--- config.mk ---
export PLATFORM = sky130hd
export DESIGN_NAME = id_ex_stage_reg_flat
export DESIGN_NICKNAME = d
export VERILOG_FILES = /design/src/rtl/id_ex_stage_reg_if.sv /design/src/rtl/id_ex_stage_reg.sv /design/src/flat_wrapper.sv
export SDC_FILE = /design/constraint.sdc
export NUM_CORES = 1
export LEC_CHECK = 0
export BUFFER_PORTS_ARGS = -buffer_cell sky130_fd_sc_hd__buf_2
export CAP_MARGIN = 20
export CORE_ASPECT_RATIO = 1.25
export CORE_MARGIN = 1
export CORE_UTILIZATION = 35
export CTS_CLUSTER_SIZE = 12
export DETAILED_ROUTE_END_ITERATION = 12
export HOLD_SLACK_MARGIN = 0.06
export PLACE_DENSITY = 0.62
export SYNTH_ARGS = -nofsm -noshare
export SYNTH_HDL_FRONTEND = slang
export SYNTH_SLANG_ARGS = --single-unit
--- constraint.sdc ---
create_clock -name clk -period 2.8 [get_ports clk]
set_input_delay 0.14 -clock clk [delete_from_list [all_inputs] [get_ports clk]]
set_output_delay 0.14 -clock clk [all_outputs]
set_load 0.02 [all_outputs]
--- src/rtl/id_ex_stage_reg_if.sv ---
// ID/EX boundary bundle: decoded fields in from decode, registered fields out to
// execute and forwarding, plus the load-use stall back to fetch/decode.
interface id_ex_stage_reg_if #(
    parameter int DW = 32,
    parameter int AW = 6
);
    // Decode -> ID/EX
    logic          flush;
    logic          id_valid;
    logic [3:0]    id_op;
    logic [AW-1:0] id_rd;
    logic [AW-1:0] id_rs;
    logic [AW-1:0] id_rt;
    logic [DW-1:0] id_pc;
    logic [DW-1:0] id_rs_val;
    logic [DW-1:0] id_rt_val;
    logic [DW-1:0] id_imm;
    logic          id_regwrt;
    logic          id_memrd;
    logic          id_memwrt;
    logic          id_pctoalu;
    logic          id_const;

    // ID/EX -> execute / forwarding / upstream
    logic          stall;
    logic          ex_valid;
    logic [3:0]    ex_op;
    logic [AW-1:0] ex_rd;
    logic [AW-1:0] ex_rs;
    logic [AW-1:0] ex_rt;
    logic [DW-1:0] ex_pc;
    logic [DW-1:0] ex_rs_val;
    logic [DW-1:0] ex_rt_val;
    logic [DW-1:0] ex_imm;
    logic          ex_regwrt;
    logic          ex_memrd;
    logic          ex_memwrt;
    logic          ex_pctoalu;
    logic          ex_const;
    logic [15:0]   bubble_cnt;

    // Handshake: there is no valid/ready pair. While stall=1 the upstream
    // stages must hold the decode slot unchanged; it is consumed on the first
    // rising edge where stall=0. flush wins over stall and kills the slot.
    modport master (
        output flush, id_valid, id_op, id_rd, id_rs, id_rt,
               id_pc, id_rs_val, id_rt_val, id_imm,
               id_regwrt, id_memrd, id_memwrt, id_pctoalu, id_const,
        input  stall, ex_valid, ex_op, ex_rd, ex_rs, ex_rt,
               ex_pc, ex_rs_val, ex_rt_val, ex_imm,
               ex_regwrt, ex_memrd, ex_memwrt, ex_pctoalu, ex_const,
               bubble_cnt
    );

    modport slave (
        input  flush, id_valid, id_op, id_rd, id_rs, id_rt,
               id_pc, id_rs_val, id_rt_val, id_imm,
               id_regwrt, id_memrd, id_memwrt, id_pctoalu, id_const,
        output stall, ex_valid, ex_op, ex_rd, ex_rs, ex_rt,
               ex_pc, ex_rs_val, ex_rt_val, ex_imm,
               ex_regwrt, ex_memrd, ex_memwrt, ex_pctoalu, ex_const,
               bubble_cnt
    );
endinterface

--- src/rtl/id_ex_stage_reg.sv ---
// ID/EX pipeline register with load-use interlock: inserts LOAD_LAT bubbles when
// the load in execute feeds the instruction in decode; flush overrides everything.
module id_ex_stage_reg #(
    parameter int DW       = 32,
    parameter int AW       = 6,
    parameter int LOAD_LAT = 1
) (
    input  logic               clk,
    input  logic               rst_n,
    id_ex_stage_reg_if.slave   bus,
    output logic               o_dbg_state
);
    typedef enum logic {
        S_RUN  = 1'b0,
        S_HOLD = 1'b1
    } state_t;

    localparam bit       C_MULTI     = (LOAD_LAT > 1);
    localparam logic [2:0] C_HOLD_INIT = 3'(LOAD_LAT - 1);

    state_t        r_state;
    state_t        w_next_state;
    logic [2:0]    r_cnt;
    logic [2:0]    w_next_cnt;

    logic          w_hz;
    logic          w_stall;
    logic          w_count;
    logic          w_bubble;

    logic          r_valid;
    logic [3:0]    r_op;
    logic [AW-1:0] r_rd;
    logic [AW-1:0] r_rs;
    logic [AW-1:0] r_rt;
    logic [DW-1:0] r_pc;
    logic [DW-1:0] r_rs_val;
    logic [DW-1:0] r_rt_val;
    logic [DW-1:0] r_imm;
    logic          r_regwrt;
    logic          r_memrd;
    logic          r_memwrt;
    logic          r_pctoalu;
    logic          r_const;
    logic [15:0]   r_bubble_cnt;

    // Register 0 is never written, so a load to r0 cannot create a dependency.
    assign w_hz = bus.id_valid & r_valid & r_memrd & (|r_rd) &
                  ((r_rd == bus.id_rs) | (r_rd == bus.id_rt));

    always_ff @(posedge clk or negedge rst_n) begin
        if (!rst_n) begin
            r_state <= S_RUN;
            r_cnt   <= '0;
        end else begin
            r_state <= w_next_state;
            r_cnt   <= w_next_cnt;
        end
    end

    always_comb begin
        w_next_state = r_state;
        w_next_cnt   = r_cnt;
        if (bus.flush) begin
            w_next_state = S_RUN;
            w_next_cnt   = '0;
        end else begin
            case (r_state)
                S_RUN: begin
                    if (w_hz && C_MULTI) begin
                        w_next_state = S_HOLD;
                        w_next_cnt   = C_HOLD_INIT;
                    end
                end
                S_HOLD: begin
                    w_next_cnt = r_cnt - 3'd1;
                    if (r_cnt == 3'd1) begin
                        w_next_state = S_RUN;
                    end
                end
                default: begin
                    w_next_state = S_RUN;
                    w_next_cnt   = '0;
                end
            endcase
        end
    end

    // A counted bubble is exactly a stalled cycle; the flush bubble is not counted.
    always_comb begin
        w_stall = 1'b0;
        w_count = 1'b0;
        case (r_state)
            S_RUN:   w_stall = w_hz & ~bus.flush;
            S_HOLD:  w_stall = ~bus.flush;
            default: w_stall = 1'b0;
        endcase
        w_count  = w_stall;
        w_bubble = bus.flush | w_stall;
    end

    // A bubble clears only the fields that can cause side effects or hazards.
    always_ff @(posedge clk or negedge rst_n) begin
        if (!rst_n) begin
            r_valid   <= 1'b0;
            r_op      <= '0;
            r_rd      <= '0;
            r_rs      <= '0;
            r_rt      <= '0;
            r_pc      <= '0;
            r_rs_val  <= '0;
            r_rt_val  <= '0;
            r_imm     <= '0;
            r_regwrt  <= 1'b0;
            r_memrd   <= 1'b0;
            r_memwrt  <= 1'b0;
            r_pctoalu <= 1'b0;
            r_const   <= 1'b0;
        end else if (w_bubble) begin
            r_valid   <= 1'b0;
            r_rd      <= '0;
            r_regwrt  <= 1'b0;
            r_memrd   <= 1'b0;
            r_memwrt  <= 1'b0;
            r_pctoalu <= 1'b0;
            r_const   <= 1'b0;
        end else begin
            r_valid   <= bus.id_valid;
            r_op      <= bus.id_op;
            r_rd      <= bus.id_rd;
            r_rs      <= bus.id_rs;
            r_rt      <= bus.id_rt;
            r_pc      <= bus.id_pc;
            r_rs_val  <= bus.id_rs_val;
            r_rt_val  <= bus.id_rt_val;
            r_imm     <= bus.id_imm;
            r_regwrt  <= bus.id_regwrt;
            r_memrd   <= bus.id_memrd;
            r_memwrt  <= bus.id_memwrt;
            r_pctoalu <= bus.id_pctoalu;
            r_const   <= bus.id_const;
        end
    end

    always_ff @(posedge clk or negedge rst_n) begin
        if (!rst_n) begin
            r_bubble_cnt <= '0;
        end else if (w_count && (r_bubble_cnt != 16'hFFFF)) begin
            r_bubble_cnt <= r_bubble_cnt + 16'd1;
        end
    end

    assign bus.stall      = w_stall;
    assign bus.ex_valid   = r_valid;
    assign bus.ex_op      = r_op;
    assign bus.ex_rd      = r_rd;
    assign bus.ex_rs      = r_rs;
    assign bus.ex_rt      = r_rt;
    assign bus.ex_pc      = r_pc;
    assign bus.ex_rs_val  = r_rs_val;
    assign bus.ex_rt_val  = r_rt_val;
    assign bus.ex_imm     = r_imm;
    assign bus.ex_regwrt  = r_regwrt;
    assign bus.ex_memrd   = r_memrd;
    assign bus.ex_memwrt  = r_memwrt;
    assign bus.ex_pctoalu = r_pctoalu;
    assign bus.ex_const   = r_const;
    assign bus.bubble_cnt = r_bubble_cnt;
    assign o_dbg_state    = r_state;
endmodule
--- src/flat_wrapper.sv ---
// flat-port wrapper written by rule: the top's interface ports become plain ports
module id_ex_stage_reg_flat 
#(
    parameter int DW       = 32,
    parameter int AW       = 6,
    parameter int LOAD_LAT = 1
)
  (clk, rst_n, o_dbg_state, bus_flush, bus_id_valid, bus_id_op, bus_id_rd, bus_id_rs, bus_id_rt, bus_id_pc, bus_id_rs_val, bus_id_rt_val, bus_id_imm, bus_id_regwrt, bus_id_memrd, bus_id_memwrt, bus_id_pctoalu, bus_id_const, bus_stall, bus_ex_valid, bus_ex_op, bus_ex_rd, bus_ex_rs, bus_ex_rt, bus_ex_pc, bus_ex_rs_val, bus_ex_rt_val, bus_ex_imm, bus_ex_regwrt, bus_ex_memrd, bus_ex_memwrt, bus_ex_pctoalu, bus_ex_const, bus_bubble_cnt);
  id_ex_stage_reg_if #(.DW(DW), .AW(AW)) bus_i ();
  input  logic clk;
  input  logic rst_n;
  output logic o_dbg_state;
  input wire logic [$bits(bus_i.flush)-1:0] bus_flush;
  input wire logic [$bits(bus_i.id_valid)-1:0] bus_id_valid;
  input wire logic [$bits(bus_i.id_op)-1:0] bus_id_op;
  input wire logic [$bits(bus_i.id_rd)-1:0] bus_id_rd;
  input wire logic [$bits(bus_i.id_rs)-1:0] bus_id_rs;
  input wire logic [$bits(bus_i.id_rt)-1:0] bus_id_rt;
  input wire logic [$bits(bus_i.id_pc)-1:0] bus_id_pc;
  input wire logic [$bits(bus_i.id_rs_val)-1:0] bus_id_rs_val;
  input wire logic [$bits(bus_i.id_rt_val)-1:0] bus_id_rt_val;
  input wire logic [$bits(bus_i.id_imm)-1:0] bus_id_imm;
  input wire logic [$bits(bus_i.id_regwrt)-1:0] bus_id_regwrt;
  input wire logic [$bits(bus_i.id_memrd)-1:0] bus_id_memrd;
  input wire logic [$bits(bus_i.id_memwrt)-1:0] bus_id_memwrt;
  input wire logic [$bits(bus_i.id_pctoalu)-1:0] bus_id_pctoalu;
  input wire logic [$bits(bus_i.id_const)-1:0] bus_id_const;
  output wire logic [$bits(bus_i.stall)-1:0] bus_stall;
  output wire logic [$bits(bus_i.ex_valid)-1:0] bus_ex_valid;
  output wire logic [$bits(bus_i.ex_op)-1:0] bus_ex_op;
  output wire logic [$bits(bus_i.ex_rd)-1:0] bus_ex_rd;
  output wire logic [$bits(bus_i.ex_rs)-1:0] bus_ex_rs;
  output wire logic [$bits(bus_i.ex_rt)-1:0] bus_ex_rt;
  output wire logic [$bits(bus_i.ex_pc)-1:0] bus_ex_pc;
  output wire logic [$bits(bus_i.ex_rs_val)-1:0] bus_ex_rs_val;
  output wire logic [$bits(bus_i.ex_rt_val)-1:0] bus_ex_rt_val;
  output wire logic [$bits(bus_i.ex_imm)-1:0] bus_ex_imm;
  output wire logic [$bits(bus_i.ex_regwrt)-1:0] bus_ex_regwrt;
  output wire logic [$bits(bus_i.ex_memrd)-1:0] bus_ex_memrd;
  output wire logic [$bits(bus_i.ex_memwrt)-1:0] bus_ex_memwrt;
  output wire logic [$bits(bus_i.ex_pctoalu)-1:0] bus_ex_pctoalu;
  output wire logic [$bits(bus_i.ex_const)-1:0] bus_ex_const;
  output wire logic [$bits(bus_i.bubble_cnt)-1:0] bus_bubble_cnt;
  assign bus_i.flush = bus_flush;
  assign bus_i.id_valid = bus_id_valid;
  assign bus_i.id_op = bus_id_op;
  assign bus_i.id_rd = bus_id_rd;
  assign bus_i.id_rs = bus_id_rs;
  assign bus_i.id_rt = bus_id_rt;
  assign bus_i.id_pc = bus_id_pc;
  assign bus_i.id_rs_val = bus_id_rs_val;
  assign bus_i.id_rt_val = bus_id_rt_val;
  assign bus_i.id_imm = bus_id_imm;
  assign bus_i.id_regwrt = bus_id_regwrt;
  assign bus_i.id_memrd = bus_id_memrd;
  assign bus_i.id_memwrt = bus_id_memwrt;
  assign bus_i.id_pctoalu = bus_id_pctoalu;
  assign bus_i.id_const = bus_id_const;
  assign bus_stall = bus_i.stall;
  assign bus_ex_valid = bus_i.ex_valid;
  assign bus_ex_op = bus_i.ex_op;
  assign bus_ex_rd = bus_i.ex_rd;
  assign bus_ex_rs = bus_i.ex_rs;
  assign bus_ex_rt = bus_i.ex_rt;
  assign bus_ex_pc = bus_i.ex_pc;
  assign bus_ex_rs_val = bus_i.ex_rs_val;
  assign bus_ex_rt_val = bus_i.ex_rt_val;
  assign bus_ex_imm = bus_i.ex_imm;
  assign bus_ex_regwrt = bus_i.ex_regwrt;
  assign bus_ex_memrd = bus_i.ex_memrd;
  assign bus_ex_memwrt = bus_i.ex_memwrt;
  assign bus_ex_pctoalu = bus_i.ex_pctoalu;
  assign bus_ex_const = bus_i.ex_const;
  assign bus_bubble_cnt = bus_i.bubble_cnt;
  id_ex_stage_reg #(.DW(DW), .AW(AW), .LOAD_LAT(LOAD_LAT)) u_core (.clk(clk), .rst_n(rst_n), .bus(bus_i), .o_dbg_state(o_dbg_state));
endmodule
==> results.toml <==
[status]
status = "finished, final reports clean"

[critical_path]
regToRegSetupSlack_ns = 0.55
worstPathMaxFanout = 19
cp.arrival_ns = 2.21
critical_path_class = "primary input to primary output"
worstSetupEndpointType = "primary output"
startpoint_type = "primary input"
worst-endpoint-required_ns = 2.66

[clock_network]
tritoncts = "built"
cts_buffer_depth = 2
cts_buffers = 17
h-tree-depth = 4
cts.sink_count = 176
root_buffer = "clkbuf_16"
post_cts_buffers = 0
insertion_delay_ns = 0.42
clk_pin_slew_ns = 0.07

[detailed_routing]
vias_per_cell = 4.47
initialDrtViolationCount = 227
route.met2.wl_um = 9930
met1_length_um = 7440
ant_nets = 0
drtPass1Iterations = 6
wl_met3_um = 1320
drt-total-wl_um = 19300
wl_per_cell_um = 15.6
routed.top_layer = "met4"
drc = 0
vias = 5527

[sta]
grt_setup_unrepaired = "no"
post-route-min-period_ns = 2.35
hold_viol = 0
drv_slew = 0
max_freq_mhz = 425
finalSetupViolCount = 0
fin_tns_setup_ns = 0
period_share = 0.841
finClkSkew_ns = 0.00955
tightest_slew_ns = 0.565
slew_headroom = 0.623

[floorplan]
core-area_mm2 = 0.0195
die_x_um = 129
rows = 57
initial_utilization = 0.359
ios = 333
dieArea_mm2 = 0.0206
die_y_um = 160

[final_layout]
drive_gt1_frac = 0.416
final_cells = 1236
layout_commonest_cell = "buf_2"
antennaDiodeCount = 0
layout_common_cells = "331 x buf_2, 176 x dfrtp_1, 158 x dlygate4sd3_1"
syn_to_final_growth_pct = 58.2
finalNetCount = 1120

[yosys]
syn-cell-area_mm2 = 0.00701
synth_seq_cells = 176
netlist_instances = 460
yosysWarnings = 0
ys_seq_area_frac = 0.628
postSynthAreaPerCell_um2 = 15.2
synth_nets = 622
synth_cell_types = 32

[pwr]
p_leak_nw = 5.41
ir_drop_mv = 0.364
p_per_area_mw_per_mm2 = 571

[global_routing]
antenna_found_initial = 0
first_global_vias = 5783
grt_max_degree = 59
grtUsageTotal = 0.191
grt_overflow_total = 0
grt_pass1_wl_um = 30000

[run]
cap_violations = 0

[placement]
port_buffers = 332
place_inst = 1046
dp_hpwl_um = 12600
place_congestion = 0.754

[worst_hold_path]
hold_class = "primary input to asynchronous set/reset pin"
## metrics by stage
stage,utilization,area [um2],total power [mW],hold WS (ns),setup WS (ns)
after global routing,0.568,11100,6.61,0.304,0.281
final,0.568,11100,6.34,0.256,0.446
after detailed placement,0.458,8940,3.92,0.156,0.506
after CTS,0.568,11100,6.43,0.264,0.389
after global placement,0.458,8940,3.90,0.153,0.542
after floorplan,-,7010,3.45,-0.156,0.728
## state kept, by name (all words and copies together) (netlist names)
register and cells:
u_core.bus.ex_memrd 1, u_core.bus.ex_const 1, u_core.bus.ex_rd 6, u_core.bus.ex_regwrt 1, u_core.bus.ex_rt_val 32, u_core.bus.ex_rt 6
u_core.bus.ex_pctoalu 1, u_core.bus.ex_op 4, u_core.bus.ex_rs_val 32, u_core.bus.ex_valid 1, u_core.r_cnt 3, u_core.bus.bubble_cnt 16
u_core.bus.ex_rs 6, u_core.bus.ex_memwrt 1, u_core.o_dbg_state 1, u_core.bus.ex_pc 32, u_core.bus.ex_imm 32
## critical path, stage by stage
cell,delay [ns]
dlygate4sd3_1,0.58
buf_2,0.17
xor2_1,0.14
nor4_1,0.32
a22oi_2,0.15
o21ai_4,0.45
buf_2,0.26
## worst paths after layout
| kind | start | end | cells past startpoint |
|---|---|---|---|
| worst max-delay path | bus_id_rt[5] | bus_stall | 7 |
| worst max register to register | u_core.bus.ex_rd[2]$_DFF_PN0_ | u_core.bus.ex_rs_val[13]$_DFFE_PN0N_ | 6 |
| worst min-delay path | rst_n | u_core.bus.ex_pc[13]$_DFFE_PN0N_ | 2 |
| worst min register to register | u_core.bus.ex_rt[3]$_DFFE_PN0N_ | u_core.bus.ex_rt[3]$_DFFE_PN0N_ | 1 |
| min in group clk | bus_id_rt_val[25] | u_core.bus.ex_rt_val[25]$_DFFE_PN0N_ | 3 |
| max in group asynchronous | rst_n | u_core.bus.ex_rt[3]$_DFFE_PN0N_ | 3 |
## Yosys cell counts, drive strengths merged
cell | n | area share
inv | 16 | 0.0086
xor2 | 12 | 0.015
clkbuf | 3 | 0.0016
nand4b | 1 | 0.0012
ha | 3 | 0.0054
nand2 | 8 | 0.0043
mux2 | 145 | 0.24
o21ai | 2 | 0.0046
nand2b | 1 | 0.00089
nor4 | 3 | 0.0036
a41oi | 1 | 0.0012
a21oi | 4 | 0.0029
a211oi | 1 | 0.0011
xnor2 | 14 | 0.017
nor2 | 23 | 0.012
a31oi | 2 | 0.0018
and2 | 2 | 0.0018
and3 | 7 | 0.0062
and4 | 1 | 0.0012
nor3 | 2 | 0.0014
nor2b | 2 | 0.0018
a22oi | 1 | 0.0018
dfrtp | 176 | 0.63
buf | 18 | 0.028
nand4 | 7 | 0.0062
nand3 | 5 | 0.0036
## logic make-up (layout without fill, tap and decap cells)
group / after synthesis / after routing / share of synthesized area
buf+inv: 37 / 548 / 0.0382
xor+xnor: 26 / 26 / 0.0325
flops: 176 / 176 / 0.628
compound gates: 11 / 11 / 0.0134
simple gates: 62 / 62 / 0.0446
mux: 145 / 145 / 0.238
fa+ha+maj: 3 / 3 / 0.00535
## layer usage
| layer | up-vias | global-route usage |
|---|---|---|
| li1 | 2579 | - |
| met1 | 2684 | 0.211 |
| met2 | 224 | 0.337 |
| met3 | 40 | 0.0503 |
| met4 | 0 | 0.0888 |
| met5 | - | 0 |
## cell type report
type,instances,area [um2]
multi-input combinational,247,2340
tap,265,332
sequential,176,4400
fill,1660,8450
clock buffer,20,447
clock inverter,12,123
timing repair buffer,500,3390
inverter,16,60.1
## timing repair
action | in CTS | in global routing
resized for setup | 0 | 0
endpoints found under the hold margin | 214 | 0
endpoints found under the setup margin | 0 | 0
hold buffers | 158 | 0
## power breakdown
group | internal, mW | total, mW | switching, mW
logic | 0.549 | 1.17 | 0.624
clock network | 1.27 | 2.30 | 1.03
registers | 2.76 | 2.87 | 0.110
total | 4.58 | 6.34 | 1.76
Note: power is estimated with default switching activity, not from simulation.
